===== src/rtl/elevator_call_scheduler_pkg.sv =====
// Shared types and helpers for the elevator call scheduler: floor constants,
// controller state encoding and the nearest-call search used for SCAN ordering.
package elevator_call_scheduler_pkg;

  localparam int MAX_FLOORS = 16;

  localparam logic [3:0] FLOOR_0 = 4'b0001;
  localparam logic [3:0] FLOOR_1 = 4'b0010;
  localparam logic [3:0] FLOOR_2 = 4'b0100;
  localparam logic [3:0] FLOOR_3 = 4'b1000;

  typedef enum logic [1:0] {
    IDLE   = 2'd0,
    MOVING = 2'd1,
    DWELL  = 2'd2
  } state_t;

  // One-hot of the nearest set call strictly above (up=1) or below (up=0)
  // the one-hot position pos; zero when there is none in that direction.
  function automatic logic [MAX_FLOORS-1:0] nearest_call(
    input logic [MAX_FLOORS-1:0] calls,
    input logic [MAX_FLOORS-1:0] pos,
    input logic                  up
  );
    logic [MAX_FLOORS-1:0] result;
    logic                  past;
    result = '0;
    past   = 1'b0;
    for (int k = 0; k < MAX_FLOORS; k++) begin
      int i;
      i = up ? k : (MAX_FLOORS - 1 - k);
      if (past && calls[i] && (result == '0)) result[i] = 1'b1;
      if (pos[i]) past = 1'b1;
    end
    return result;
  endfunction

endpackage


===== src/rtl/elevator_call_scheduler_call_btn_sync.sv =====
// Multi-flop synchroniser for the raw call buttons followed by a rising-edge
// detector, so a held button produces exactly one single-cycle pulse.
module call_btn_sync #(
  parameter int WIDTH  = 4,
  parameter int STAGES = 2
) (
  input  logic             clk,
  input  logic             rst_n,
  input  logic [WIDTH-1:0] btn,
  output logic [WIDTH-1:0] rise
);

  logic [STAGES-1:0][WIDTH-1:0] sync_q;
  logic [WIDTH-1:0]             prev_q;

  // NOTE: reset is sampled on the clock edge only, so it sits inside the
  // edge-triggered block rather than in its sensitivity list.
  always_ff @(posedge clk) begin
    if (!rst_n) begin
      sync_q <= '0;
      prev_q <= '0;
    end else begin
      sync_q[0] <= btn;
      for (int i = 1; i < STAGES; i++) sync_q[i] <= sync_q[i-1];
      prev_q <= sync_q[STAGES-1];
    end
  end

  assign rise = sync_q[STAGES-1] & ~prev_q;

endmodule


===== src/rtl/elevator_call_scheduler.sv =====
// Latches call-button presses and steers the floor controller in SCAN order,
// opening the door for a tick-timed dwell on each arrival at a called floor.
module elevator_call_scheduler
  import elevator_call_scheduler_pkg::*;
#(
  parameter int N_FLOORS    = 4,
  parameter int DWELL_TICKS = 3,
  parameter int SYNC_STAGES = 2
) (
  input  logic                clk,
  input  logic                rst_n,
  input  logic [N_FLOORS-1:0] call_btn,
  input  logic [N_FLOORS-1:0] present_floor,
  input  logic                one_sec_tick,
  output logic [N_FLOORS-1:0] requested_floor,
  output logic [N_FLOORS-1:0] pending_calls,
  output logic                door_open,
  output logic                dir_up,
  output logic                fault
);

  logic [N_FLOORS-1:0] btn_rise;
  state_t              state;
  logic [3:0]          dwell_cnt;

  call_btn_sync #(
    .WIDTH (N_FLOORS),
    .STAGES(SYNC_STAGES)
  ) u_call_btn_sync (
    .clk  (clk),
    .rst_n(rst_n),
    .btn  (call_btn),
    .rise (btn_rise)
  );

  logic                floor_valid;
  logic                arrive;
  logic                dwell_press;
  logic [N_FLOORS-1:0] ahead, behind, target, clear_mask, block_mask;
  logic                target_flip;

  assign floor_valid = $onehot(present_floor);
  assign arrive      = floor_valid && (state != DWELL) && |(pending_calls & present_floor);
  assign dwell_press = floor_valid && (state == DWELL) && |(btn_rise & present_floor);
  assign clear_mask  = arrive ? present_floor : '0;
  // Presses at the present floor are swallowed while the door is (or is about to be) open.
  assign block_mask  = (floor_valid && (arrive || state == DWELL)) ? present_floor : '0;

  // NOTE: every combinational output gets a default first, so no latch is inferred.
  always_comb begin
    ahead       = N_FLOORS'(nearest_call(MAX_FLOORS'(pending_calls), MAX_FLOORS'(present_floor), dir_up));
    behind      = N_FLOORS'(nearest_call(MAX_FLOORS'(pending_calls), MAX_FLOORS'(present_floor), !dir_up));
    target      = present_floor;
    target_flip = 1'b0;
    if (ahead != '0) begin
      target = ahead;
    end else if (behind != '0) begin
      target      = behind;
      target_flip = 1'b1;
    end
  end

  // NOTE: all state here is updated with non-blocking assignments so every
  // register samples the pre-edge values of the others.
  always_ff @(posedge clk) begin
    if (!rst_n) begin
      state           <= IDLE;
      requested_floor <= N_FLOORS'(1);
      pending_calls   <= '0;
      door_open       <= 1'b0;
      dir_up          <= 1'b1;
      fault           <= 1'b0;
      dwell_cnt       <= '0;
    end else begin
      fault         <= !floor_valid;
      pending_calls <= (pending_calls & ~clear_mask) | (btn_rise & ~block_mask);
      if (!floor_valid) begin
        requested_floor <= N_FLOORS'(1);
        state           <= IDLE;
        door_open       <= 1'b0;
      end else begin
        case (state)
          IDLE, MOVING: begin
            if (arrive) begin
              requested_floor <= present_floor;
              state           <= DWELL;
              door_open       <= 1'b1;
              dwell_cnt       <= 4'(DWELL_TICKS);
            end else begin
              requested_floor <= target;
              if (target_flip) dir_up <= !dir_up;
              if (state == IDLE && pending_calls != '0) state <= MOVING;
            end
          end
          DWELL: begin
            requested_floor <= present_floor;
            if (dwell_press) begin
              dwell_cnt <= 4'(DWELL_TICKS);
            end else if (one_sec_tick) begin
              dwell_cnt <= dwell_cnt - 4'd1;
              if (dwell_cnt == 4'd1) begin
                state     <= IDLE;
                door_open <= 1'b0;
              end
            end
          end
          default: begin
            state     <= IDLE;
            door_open <= 1'b0;
          end
        endcase
      end
    end
  end

endmodule

===== config.mk =====
export PLATFORM = sky130hd
export DESIGN_NAME = elevator_call_scheduler
export DESIGN_NICKNAME = d
export VERILOG_FILES = /design/src/rtl/elevator_call_scheduler_pkg.sv /design/src/rtl/elevator_call_scheduler_call_btn_sync.sv /design/src/rtl/elevator_call_scheduler.sv
export SDC_FILE = /design/constraint.sdc
export NUM_CORES = 1
export LEC_CHECK = 0
export CAP_MARGIN = 20
export CORE_MARGIN = 1.5
export CORE_UTILIZATION = 30
export CTS_BUF_LIST = sky130_fd_sc_hd__clkbuf_4
export CTS_CLUSTER_SIZE = 16
export DETAILED_ROUTE_END_ITERATION = 10
export PLACE_DENSITY = 0.52
export RECOVER_POWER = 25
export SLEW_MARGIN = 20
export SYNTH_ARGS = -nofsm -noshare
export SYNTH_HDL_FRONTEND = slang
export SYNTH_HIERARCHICAL = 1
export SYNTH_SLANG_ARGS = --single-unit

===== constraint.sdc =====
create_clock -name clk -period 4.6 [get_ports clk]
set_input_delay 1.38 -clock clk [delete_from_list [all_inputs] [get_ports clk]]
set_output_delay 1.38 -clock clk [all_outputs]
set_load 0.02 [all_outputs]

# Yosys cells after proc, flatten, opt, wreduce, memory -nomap -nowiden

Index checks and enable logic that the tools add are counted.

Output and inout bits: 11
Input bits: 11
Bits in registers: 29
Word-level logic and storage cells: 446

Reduce and logical (&&, ||, !) cells: 124
Eq/ne operators: 11
Add/subtract/negate cells: 4
Multiplexer cells: 227
Magnitude comparators: 32
Bitwise gates (word level): 38

Operators with widths:

| operator                                                               | count |
|---|---|
| 16-bit zero test                                                       | 28 |
| 16-bit 2-to-1 mux                                                      | 28 |
| 16-bit OR                                                              | 26 |
| 1-bit binary-select mux with 4-bit select                              | 32 |
| 1-bit 2-to-1 mux                                                       | 116 |
| 4-bit 2-to-1 mux                                                       | 26 |
| 1-bit logical AND                                                      | 80 |
| 4-bit by 5-bit < comparator with 1-bit output, second input constant   | 16 |
| 1-bit demux with 4-bit select                                          | 16 |
| 4-bit by 1-bit >= comparator with 1-bit output, second input constant  | 15 |
| 32-bit by 1-bit >= comparator with 1-bit output, second input constant | 1 |
| 4-bit bitwise AND                                                      | 5 |
| 4-bit one-hot mux with 2 select lines                                  | 2 |
| 4-bit AND reduction                                                    | 4 |
| 4-bit inverter                                                         | 3 |
| 4-bit OR                                                               | 3 |
| 4-bit nonzero test                                                     | 3 |
| 2-bit 2-to-1 mux                                                       | 5 |
| 2-bit inequality test, second input constant                           | 4 |
| 4-bit OR reduction                                                     | 2 |
| 3-bit inequality test, second input constant                           | 2 |
| 1-bit by 1-bit adder with 2-bit output                                 | 2 |
| 4-bit by 1-bit equality test with 1-bit output, second input constant  | 1 |
| 2-bit one-hot mux with 2 select lines                                  | 1 |
| 14 further kinds                                                       | 15 |

# Logic depth before layout (Yosys ltp)

Word-level depth: 54
Mapped depth: 12
Mapped depth without buffers: 10

# Hierarchy

The synthesis kept the hierarchy.

Modules (own cells, without submodules):

| module                  | times used | area each (µm²) | cells each | sequential area each (µm²) |
|---|---|---|---|---|
| elevator_call_scheduler | 1          | 1346.3          | 174        | 340.3 |
| call_btn_sync           | 1          | 361.6           | 29         | 240.2 |

# Worst setup path before layout

OpenSTA, ideal clock, no wires.

Path kind: input to register
From: input present_floor[3]
To: register dir_up
Data required time: 4478 ps
Arrival: 4078 ps
Path buffers: 2
Stages: 11
Setup time: 122 ps
Slack: 400 ps
Cell sequence: clkbuf_1 > inv_1 > fa_1 > inv_1 > ha_1 > ha_1 > or3b_1 > clkbuf_2 > or3_1 > nand4b_1 > a221o_1

Word-level cells in the longest chain between the ends: 52
Elaborated cells on any way between the ends: 235
Classes of those cells: 2 x add/sub; 1 x eq/ne; 110 x mux; 30 x bitwise; 92 x reduce/logical

RTL lines:

| element                                              | RTL line                          | RTL |
|---|---|---|
| from (decl)                                          | elevator_call_scheduler.sv:13     | `input logic [N_FLOORS-1:0] present_floor,` |
| 1-bit binary-select mux with 4-bit select            | elevator_call_scheduler_pkg.sv:33 | `if (pos[i]) past = 1'b1;` |
| 1-bit 2-to-1 mux (implied by the code) (2 in series) | elevator_call_scheduler_pkg.sv:33 |  |
| 1-bit 2-to-1 mux                                     | elevator_call_scheduler_pkg.sv:33 |  |
| 1-bit logical AND                                    | elevator_call_scheduler_pkg.sv:32 | `if (past && calls[i] && (result == '0)) result[i] = 1'b1;` |
| 16-bit 2-to-1 mux                                    | elevator_call_scheduler_pkg.sv:32 |  |
| 16-bit zero test                                     | elevator_call_scheduler_pkg.sv:32 |  |
| 1-bit logical AND                                    | elevator_call_scheduler_pkg.sv:32 |  |
| 16-bit 2-to-1 mux                                    | elevator_call_scheduler_pkg.sv:32 |  |
| [35 not listed]                                      | --                                |  |
| 16-bit 2-to-1 mux                                    | elevator_call_scheduler_pkg.sv:32 |  |
| 16-bit zero test                                     | elevator_call_scheduler_pkg.sv:32 |  |
| 1-bit logical AND                                    | elevator_call_scheduler_pkg.sv:32 |  |
| 4-bit 2-to-1 mux                                     | elevator_call_scheduler_pkg.sv:32 |  |
| 4-bit nonzero test                                   | elevator_call_scheduler.sv:57     | `end else if (behind != '0) begin` |
| 1-bit 2-to-1 mux                                     | elevator_call_scheduler.sv:57     |  |
| 1-bit 2-to-1 mux                                     | elevator_call_scheduler.sv:55     | `if (ahead != '0) begin` |
| 4-bit AND reduction (no line) (*)                    | --                                |  |
| to (signal assigned)                                 | elevator_call_scheduler.sv:91     | `if (target_flip) dir_up <= !dir_up;` |
| to (decl)                                            | elevator_call_scheduler.sv:18     | `output logic dir_up,` |

Every way passes the cells marked *; elsewhere a longest branch is shown, timed or not. The select of a mux whose other input is x is not followed.
A chain may end at the register's enable or synchronous reset.

# Final worst setup path

From: input present_floor[0]
To: register dir_up

Same word-level chain as after synthesis.

==> run summary <==
largest net degree at the start of global routing: 20
Crit path required time: 4820 ps
final worst clock skew: 7.49 ps
nets@finish: 240
Cell Count, Final, Fillers Out: 296
number of synthesized flops with an enable pin: 0
Setup CP Type: input pin to register
share of layout cells above drive strength 1: 14.7%
register bit total from synthesis: 29
outcome: complete, no violations
worst rel slew slack: 54.7%
reg2reg path depth: 4
Pleak: 0.000748 uW
WL/cell: 14.1 um
post-CTS sizing: 0
drt pass-1 iters: 4
# IOs: 22
Total GRT Usage: 14.7%
row cnt: 27
R2R Path Start: state[1]
# setup viols final: 0
Tot Pwr: 607 uW
max cap viols: 0
unrepaired setup endpoints after global routing: no
antenna violations before repair: 0
Crit path buffers/inverters: 3
hold buffers post-CTS: 0
DRC violation total after the first TritonRoute iteration: 111
Critical Path Start Type: input pin
DP Wirelength: 2970 um
Yosys top cell by area: dfxtp_1
Top Family by Delay on Critical Path: simple AND/OR/NAND/NOR gates
Cell Area, Synth: 1710 sq um
Die Width: 78.5 um
hold_sp: u_call_btn_sync/sync_q[2]
vias in the first global route: 1473
root buffer cell: clkbuf_4
htree depth: 2
syn nets: 219
Hold Fails Final Rpt: 0
diode count: 0
worst min path class: register to register
CP Capture Type: register
critical path peak fanout: 5
post-synthesis sequential area ratio: 34.0%
total routed wirelength: 4180 um
cell count after synthesis: 203
Max Freq: 0.244 GHz
warnings from Yosys: 6
Worst R2R End: dwell_cnt[3]
synth-to-layout area growth: 18.8%
die area: 6150 sq um
clock period minus worst slack: 4100 ps
Hold Path End: u_call_btn_sync/sync_q[6]
fillers: 596
Crit path largest cell delay: 540 ps
slowest cell on the critical path: fa_1
crit path DAT: 4330 ps
port bufs: 21
Remaining DRCs: 0
CTS Buffer Depth: 2
Die Ht: 78.5 um
Final Cycle Share: 89.2%
clock latency on the worst-skew pair: 330 ps
DR vias: 1539
Distinct cells, synth: 53
CTS Sinks: 29
worst hold slack: 438 ps
Synth top area share: 34.0%
post-CTS setup buffers: 0
Worst Tran Pin Value: 672 ps
worst hold stages: 1
CTS tree: yes
ys async rst share: 0%
first-pass GRT wire length: 7010 um
Antenna Nets Post-Route: 0
clk slew on worst S/H paths: 90 ps
Remaining Overflow, GRT: 0
TritonCTS Buffers: 5
vias per inst: 5.20
setup TNS: 0 ps
FF-to-FF setup slack: 2450 ps
core box area: 5510 sq um
CP Cell Sequence: clkdlybuf4s50_1 -> inv_1 -> fa_1 -> inv_1 -> ha_1 -> ha_1 -> or3b_1 -> or3_1 -> nand4b_1 -> a221o_1
Max VDD drop: 0.000129 V
Area contributors post-synth: dfxtp_1, a21oi_1, nor2_1
PD cells: 299 nW/um^2
average cell area after synthesis: 8.41 sq um
Final Max Slew Viols: 0
prevailing post-synth register cell: dfxtp_1
Initial Util: 31.0%
Inst Count DP: 289
RePlAce Congestion: 0.880
-- sequential cells by signal, summed over array words and instances, names as in the netlist --
name / cells
dir_up: 1
door_open: 1
dwell_cnt: 4
fault: 1
pending_calls: 4
requested_floor: 4
state: 2
u_call_btn_sync/prev_q: 4
u_call_btn_sync/sync_q: 8
-- layout by cell type, fill, tap and decap left out, types with 4 or more instances in the layout --
cell,Yosys,layout
a22oi_1,4,4
clkbuf_4,0,5
and2_2,8,8
and2_1,6,4
o211ai_1,4,4
nor2b_1,8,8
nor2_1,19,19
buf_4,0,7
clkdlybuf4s50_1,0,20
a211oi_1,4,4
inv_1,11,11
nor3_1,6,6
nand2_1,17,17
o21ai_0,8,8
a21oi_1,17,17
ha_1,4,4
dfxtp_1,29,29
-- stage by stage --
step / util (%) / setup WS (ps) / cell area (sq um)
finish: 36.8 / 496 / 2030
floorplan: - / 400 / 1710
detailed placement: 35.5 / 141 / 1960
CTS: 36.8 / 503 / 2030
global route: 36.8 / 346 / 2030
global placement: 35.5 / 183 / 1960
-- where the power goes --
part / internal (uW) / total [uW] / switching [uW] / leakage, uW
combinational: 59.7 / 129 / 69.0 / 0.000470
sequential: 263 / 277 / 14.1 / 0.000237
clock: 111 / 201 / 90.1 / 0.0000410
total: 434 / 607 / 173 / 0.000748
-- cells by family (layout without fill, tap and decap cells) --
kind of cell    count (synthesis)  count (layout)  synth area share [%]
buf+inv                        26              47                  8.79
compound gates                 63              63                  27.7
flops                          29              29                  34.0
fa+ha+maj                       5               5                  4.10
mux                             1               1                 0.586
simple gates                   79              79                  24.8
-- routing by layer --
| layer | global-route usage [%] | routed length, um |
|---|---|---|
| met2 | 24.3 | 1990 |
| met4 | 6.79 | 63 |
| met5 | 0 | 0 |
| met1 | 18.0 | 1910 |
| met3 | 3.37 | 216 |
-- worst reg2reg max path, cell delays in order, from the launching register on --
cell and delay [ps]:
dfxtp_1 700, nor2b_1 460, nand4_1 260, or3b_2 510
a21oi_1 140
-- cell usage after synthesis, types with 5 or more instances --
| master | count |
|---|---|
| nand2_1 | 17 |
| inv_1 | 11 |
| and2_1 | 6 |
| nor2b_1 | 8 |
| dfxtp_1 | 29 |
| buf_6 | 5 |
| and2_2 | 8 |
| nor3_1 | 6 |
| o21ai_0 | 8 |
| nor2_1 | 19 |
| a21oi_1 | 17 |
-- worst max-delay path by stage --
stage | startpoint | cells after the start | slack (ps) | end
floorplan | present_floor[3] | 11 | 400 | dir_up
global placement | present_floor[0] | 10 | 180 | dir_up
detailed placement | present_floor[0] | 10 | 140 | dir_up
CTS | present_floor[0] | 10 | 500 | dir_up
global route | present_floor[1] | 10 | 350 | dir_up
finish | present_floor[0] | 10 | 500 | dir_up
-- final cells by class --
type | count | area [sq um] | area share (%)
tap | 72 | 90.1 | 4.44
clock buffer | 5 | 37.5 | 1.85
timing repair buffer | 28 | 263 | 13.0
sequential | 29 | 581 | 28.6
inverter | 12 | 45.0 | 2.22
clock inverter | 2 | 35.0 | 1.73
multi-input combinational | 148 | 977 | 48.2
No activity file was read; power rests on OpenSTA's default activity.
